--- config.mk ---
export PLATFORM = sky130hd
export DESIGN_NAME = text_buffer_arbiter
export DESIGN_NICKNAME = d
export VERILOG_FILES = /design/src/rtl/text_buffer_arbiter_pkg.sv /design/src/rtl/sync_fifo_wr.sv /design/src/rtl/text_buffer_arbiter.sv
export SDC_FILE = /design/constraint.sdc
export NUM_CORES = 1
export LEC_CHECK = 0
export ABC_AREA = 1
export CORE_MARGIN = 3
export CORE_UTILIZATION = 36
export DETAILED_ROUTE_END_ITERATION = 10
export GPL_ROUTABILITY_DRIVEN = 0
export HOLD_SLACK_MARGIN = 0.15
export MAX_ROUTING_LAYER = met4
export PLACE_DENSITY_LB_ADDON = 0.05
export SETUP_SLACK_MARGIN = 0.15
export SYNTH_ARGS = -nofsm -noshare
export SYNTH_HDL_FRONTEND = slang
export SYNTH_HIERARCHICAL = 1
export SYNTH_SLANG_ARGS = --single-unit
--- constraint.sdc ---
create_clock -name i_clk -period 2.9 [get_ports i_clk]
set_input_delay 0.58 -clock i_clk [delete_from_list [all_inputs] [get_ports i_clk]]
set_output_delay 0.58 -clock i_clk [all_outputs]
set_load 0.1 [all_outputs]
--- src/rtl/text_buffer_arbiter_pkg.sv ---
// Shared definitions for the text buffer arbiter: controller state encoding
// and the default blank character code.
package text_buffer_arbiter_pkg;

    typedef enum logic {
        ST_CLEAR = 1'b0,
        ST_RUN   = 1'b1
    } arb_state_e;

    localparam logic [8:0] BLANK_DEFAULT = 9'h000;

endpackage

--- src/rtl/sync_fifo_wr.sv ---
// Small synchronous FIFO buffering editor writes ({addr,data} payload).
// Pushes while full and pops while empty are ignored; flush empties it.
module sync_fifo_wr #(
    parameter int unsigned WIDTH = 19,
    parameter int unsigned DEPTH = 4
) (
    input  logic                     i_clk,
    input  logic                     i_Reset_n,
    input  logic                     i_Flush,
    input  logic                     i_Push,
    input  logic [WIDTH-1:0]         i_PushData,
    input  logic                     i_Pop,
    output logic [WIDTH-1:0]         o_PopData,
    output logic                     o_Full,
    output logic                     o_Empty,
    output logic [$clog2(DEPTH):0]   o_Count
);

    localparam int unsigned PTR_W = $clog2(DEPTH);
    localparam int unsigned CNT_W = PTR_W + 1;
    localparam logic [CNT_W-1:0] FULL_CNT = CNT_W'(DEPTH);

    logic [WIDTH-1:0] mem_q [DEPTH];
    logic [WIDTH-1:0] mem_d [DEPTH];
    logic [PTR_W-1:0] wr_ptr_q, wr_ptr_d;
    logic [PTR_W-1:0] rd_ptr_q, rd_ptr_d;
    logic [CNT_W-1:0] count_q, count_d;
    logic             push_ok;
    logic             pop_ok;

    assign o_Full    = (count_q == FULL_CNT);
    assign o_Empty   = (count_q == '0);
    assign o_Count   = count_q;
    assign o_PopData = mem_q[rd_ptr_q];

    assign push_ok = i_Push & ~o_Full;
    assign pop_ok  = i_Pop & ~o_Empty;

    always_comb begin
        mem_d    = mem_q;
        wr_ptr_d = wr_ptr_q;
        rd_ptr_d = rd_ptr_q;
        count_d  = count_q;
        if (push_ok) begin
            mem_d[wr_ptr_q] = i_PushData;
            wr_ptr_d        = wr_ptr_q + PTR_W'(1);
        end
        if (pop_ok) begin
            rd_ptr_d = rd_ptr_q + PTR_W'(1);
        end
        if (push_ok && !pop_ok) begin
            count_d = count_q + CNT_W'(1);
        end else if (pop_ok && !push_ok) begin
            count_d = count_q - CNT_W'(1);
        end
        if (i_Flush) begin
            wr_ptr_d = '0;
            rd_ptr_d = '0;
            count_d  = '0;
        end
    end

    always_ff @(posedge i_clk) begin
        mem_q <= mem_d;
        if (!i_Reset_n) begin
            wr_ptr_q <= '0;
            rd_ptr_q <= '0;
            count_q  <= '0;
        end else begin
            wr_ptr_q <= wr_ptr_d;
            rd_ptr_q <= rd_ptr_d;
            count_q  <= count_d;
        end
    end

endmodule

--- src/rtl/text_buffer_arbiter.sv ---
// Character RAM owner: arbitrates video reads, buffered editor writes and the
// clear-screen sweep onto a single-port RAM with combinational RAM outputs.
module text_buffer_arbiter
    import text_buffer_arbiter_pkg::*;
#(
    parameter int unsigned          ADDR_W     = 10,
    parameter int unsigned          DATA_W     = 9,
    parameter int unsigned          FIFO_DEPTH = 4,
    parameter logic [DATA_W-1:0]    BLANK      = DATA_W'(BLANK_DEFAULT)
) (
    input  logic              i_clk,
    input  logic              i_Reset_n,
    input  logic              i_VidReq,
    input  logic [ADDR_W-1:0] i_VidAddr,
    output logic [DATA_W-1:0] o_VidData,
    output logic              o_VidValid,
    input  logic              i_WrReq,
    input  logic [ADDR_W-1:0] i_WrAddr,
    input  logic [DATA_W-1:0] i_WrData,
    output logic              o_WrAck,
    output logic              o_WrFull,
    input  logic              i_Clear,
    output logic              o_Busy,
    output logic              o_Overflow,
    output logic [ADDR_W-1:0] o_RamAddr,
    output logic              o_RamWe,
    output logic [DATA_W-1:0] o_RamData,
    input  logic [DATA_W-1:0] i_RamData
);

    localparam int unsigned PAY_W = ADDR_W + DATA_W;
    localparam int unsigned CNT_W = $clog2(FIFO_DEPTH) + 1;
    localparam logic [CNT_W-1:0] FULL_CNT = CNT_W'(FIFO_DEPTH);

    arb_state_e        state_q, state_d;
    logic [ADDR_W-1:0] sweep_q, sweep_d;
    logic [ADDR_W-1:0] ram_addr_q, ram_addr_d;
    logic              overflow_q, overflow_d;
    logic              vid_valid_q, vid_valid_d;

    logic              fifo_pop;
    logic [PAY_W-1:0]  fifo_head;
    logic              fifo_full;
    logic              fifo_empty;
    logic [CNT_W-1:0]  fifo_count;

    sync_fifo_wr #(
        .WIDTH (PAY_W),
        .DEPTH (FIFO_DEPTH)
    ) u_wr_fifo (
        .i_clk      (i_clk),
        .i_Reset_n  (i_Reset_n),
        .i_Flush    (i_Clear),
        .i_Push     (o_WrAck),
        .i_PushData ({i_WrAddr, i_WrData}),
        .i_Pop      (fifo_pop),
        .o_PopData  (fifo_head),
        .o_Full     (fifo_full),
        .o_Empty    (fifo_empty),
        .o_Count    (fifo_count)
    );

    // Full flag and count must agree; count is what the accept rule is defined on.
    always_comb begin
        assert (fifo_full == (fifo_count == FULL_CNT));
    end

    // Reset is folded into the combinational outputs so they read as reset values
    // while i_Reset_n is held low, not just after the first reset edge.
    assign o_WrFull   = fifo_full | (state_q == ST_CLEAR) | ~i_Reset_n;
    assign o_WrAck    = i_WrReq & ~o_WrFull;
    assign o_Busy     = (state_q == ST_CLEAR) | ~i_Reset_n;
    assign o_Overflow = overflow_q;
    assign o_VidValid = vid_valid_q;
    assign o_VidData  = i_RamData;

    always_comb begin
        state_d     = state_q;
        sweep_d     = sweep_q;
        overflow_d  = overflow_q | (i_WrReq & o_WrFull);
        vid_valid_d = i_VidReq;
        ram_addr_d  = ram_addr_q;
        o_RamWe     = 1'b0;
        o_RamData   = '0;
        fifo_pop    = 1'b0;

        if (i_VidReq) begin
            ram_addr_d = i_VidAddr;
        end else if (state_q == ST_CLEAR) begin
            ram_addr_d = sweep_q;
            o_RamWe    = 1'b1;
            o_RamData  = BLANK;
            sweep_d    = sweep_q + ADDR_W'(1);
            if (&sweep_q) begin
                state_d = ST_RUN;
            end
        end else if (!fifo_empty) begin
            fifo_pop   = 1'b1;
            ram_addr_d = fifo_head[PAY_W-1:DATA_W];
            o_RamWe    = 1'b1;
            o_RamData  = fifo_head[DATA_W-1:0];
        end

        if (i_Clear) begin
            state_d = ST_CLEAR;
            sweep_d = '0;
        end

        if (!i_Reset_n) begin
            ram_addr_d = '0;
            o_RamWe    = 1'b0;
            o_RamData  = '0;
            fifo_pop   = 1'b0;
        end
    end

    assign o_RamAddr = ram_addr_d;

    always_ff @(posedge i_clk) begin
        if (!i_Reset_n) begin
            state_q     <= ST_CLEAR;
            sweep_q     <= '0;
            ram_addr_q  <= '0;
            overflow_q  <= 1'b0;
            vid_valid_q <= 1'b0;
        end else begin
            state_q     <= state_d;
            sweep_q     <= sweep_d;
            ram_addr_q  <= ram_addr_d;
            overflow_q  <= overflow_d;
            vid_valid_q <= vid_valid_d;
        end
    end

endmodule

==> metrics.cfg <==
[synth]
syn_nets=505
avgSynthCellArea_um2=10.1
synth_async_sr_flop_share=0
postSynthRegisterBits=106
ys_dominant_reg_cell=edfxtp_1
synth.distinct_cells=28
synth-edff-count=76
synth_seq_area_share=0.629
yosys_warnings=6
netlist_instances=455
synthesis.area_mm2=0.00459

[cells_and_area]
fin_nets=562
area_of_the_multi_input_gates_mm2=0.00153
antennaDiodeCount=0
post-route-cell-area_mm2=0.00612
n_fill_cell=1149
final_cells=685
final_layout_size_suffix_gt1_frac=0.184
layout-area-overhead-vs-synth_pct=33.4
final_common_cell=edfxtp_1
final-seq-area_mm2=0.00288
mostFrequentLayoutCells=76 x edfxtp_1, 72 x nor2_1, 53 x nand2_1, 38 x o21ai_1, 37 x inv_1

[setup_path]
path_cells=nor2_1 -> nand2_1 -> inv_1 -> nand2_2 -> clkinvlp_2 -> buf_4 -> nor3_2 -> buf_12
crit_family=buffers and inverters
timing.critical_path.required_ps=2320
worstSetupEndpointType=primary output
path_class=reg -> out
critPathLaunchType=flop
crit_buf_inv=4
cpPeakStageDelay_ps=390
path_max_fanout=5
worst_path_max_delay_cell=dfxtp_1
crit_path_dat_ps=2070

[clock_network]
numCtsBuffers=9
ctsLongestPathBuffers=2
clock_tree.root_cell=clkbuf_16
sink_count_of_the_clock_tree=106
clock_latency_ps=340
total_of_hold_buffers_inserted_after_clock_tree_synthesis=0
htree_levels=3
cts.clk_slew.worst_paths_ps=70
cts_tree=built

[sta]
clock.fmax_mhz=378
grt_setup_unrepaired=true
final.min_clock_period_ps=2650
final_tns_setup_ps=0
final_min_period_over_clock_period=0.912
skew_ps=6.43
worst-slew-pin-transition_ps=454
slew-limit-headroom=0.694
final-hold-violation-count=0
post-route-worst-setup-slack_ps=254
timing.final.max_slew_violations=0
number_of_endpoints_failing_setup_at_the_final_stage=0

[die]
die_ht_um=119
io_pins=77
design.die.area_mm2=0.0141
initial_utilization=0.376
core_mm2=0.0122
core.rowCount=40
die_x_um=119

[routing]
drt.antenna.violating_nets=0
drc=0
postRouteWirelength_mm=10.2
drtIter0Drc=162
via_count=3305
via_per_instance_ratio=4.82
routedWlPerCell_um=15.0
drtPass1Iterations=4

[grt]
grt_overflow=0
grt_start_max_net_pins=41
antenna_found_initial=0
grt_first_pass_wirelength_mm=17.1
first_global_vias=3269
grt_use_total=0.158

[flow_run]
cap_violations=0

[power_and_ir_drop]
power.density_cell_area_mw_per_mm2=516
vdd_drop_max_v=0.000303
p_leak_uw=0.00214

[placement]
placement.cell_area_mm2=0.00574
placedCellCount=666
post-place-ws_ps=82.6
detailed_place_hpwl_mm=6.67
number_of_input_and_output_port_buffers_inserted=58

[run_status]
status=finished clean

[worst_hold_path]
hold_class=reg -> reg

## synth_stat cells (2+ instances only)
cell	n	share of area
nor2_1	80	0.065
dfxtp_1	30	0.13
nor3_1	2	0.0022
buf_4	12	0.020
nand2_1	56	0.046
a21oi_1	17	0.019
buf_2	12	0.013
ha_1	6	0.016
a31oi_1	20	0.027
nor2_2	2	0.0027
o22ai_1	19	0.026
nand3_1	10	0.011
inv_1	39	0.032
o21ai_1	38	0.041
nand4_1	5	0.0068
inv_2	4	0.0033
nor2_4	2	0.0049
edfxtp_1	76	0.50
clkbuf_1	3	0.0025
o21ai_0	14	0.015
## metal layers
metal | share of wire | routed length, um | vias up | track usage
met5 | 0 | 0 | - | -
met4 | 0.018 | 185 | 0 | 0.0630
met3 | 0.032 | 327 | 16 | 0.0299
met2 | 0.48 | 4890 | 54 | 0.242
met1 | 0.47 | 4840 | 1558 | 0.208
li1 | - | - | 1677 | -
## worst reg2reg max path, cell delays in order (launching register included)
cell	delay, ps
dfxtp_1	390
nor2_1	90
nand2_1	170
inv_1	60
or2_4	260
nor2_4	140
nand2_4	70
inv_4	70
ha_4	130
inv_2	40
fa_1	390
inv_1	70
nand2_1	40
nand3_1	70
nand2_1	60
nand2_1	50
nor2_1	30
## metrics by stage
step	hold WS, ps	util	total power [uW]
floorplan	455	-	1850
global placement	458	0.470	1890
detailed placement	470	0.470	1900
CTS	487	0.497	3200
global route	535	0.501	3280
finish	475	0.501	3160
## path summary, 6_finish.rpt
path,from,endpoint,slack [ps],cells after the start
worst max register to register,u_wr_fifo/o_Count[0],u_wr_fifo/o_Count[2],670,16
worst min-delay path,o_Overflow,o_Overflow,480,2
worst max-delay path,u_wr_fifo/o_Count[0],o_RamWe,250,8
worst min register to register,o_Overflow,o_Overflow,480,2
## registers in the layout, indices dropped and copies added, names as in the netlist, 2 cells and up
name,count
u_wr_fifo/mem_q,76
ram_addr_q,10
u_wr_fifo/wr_ptr_q,2
sweep_q,10
u_wr_fifo/o_Count,3
u_wr_fifo/rd_ptr_q,2
## where the power goes
group,internal [uW],switching (uW)
logic,91.7,137
registers,1630,4.43
clock network,755,542
## cell families (layout without fill, tap and decap cells)
group / Yosys count / in the layout / share of synthesized area
adder cells (fa/ha/maj): 7 / 7 / 0.0207
flip-flops: 106 / 106 / 0.629
XOR/XNOR: 1 / 1 / 0.00191
AND/OR/NAND/NOR: 161 / 161 / 0.147
AO/OA/AOI/OAI: 108 / 108 / 0.129
buffers and inverters: 72 / 134 / 0.0737
## what timing repair did
action	CTS	global route
gates resized for setup	2	6
pin swaps	0	1
cloned	0	1
endpoints found under the setup margin	11	19
buffers inserted	0	2
endpoints found under the hold margin	0	0
## cell type report
class | count | share of cell area
clock inverter | 7 | 0.0153
tap | 168 | 0.0344
timing repair buffer | 74 | 0.163
multi-input combinational | 277 | 0.251
timing repair inverter | 1 | 0.000818
sequential | 106 | 0.471
inverter | 43 | 0.0276
clock buffer | 9 | 0.0368
Power figures use the tool's default switching activity.
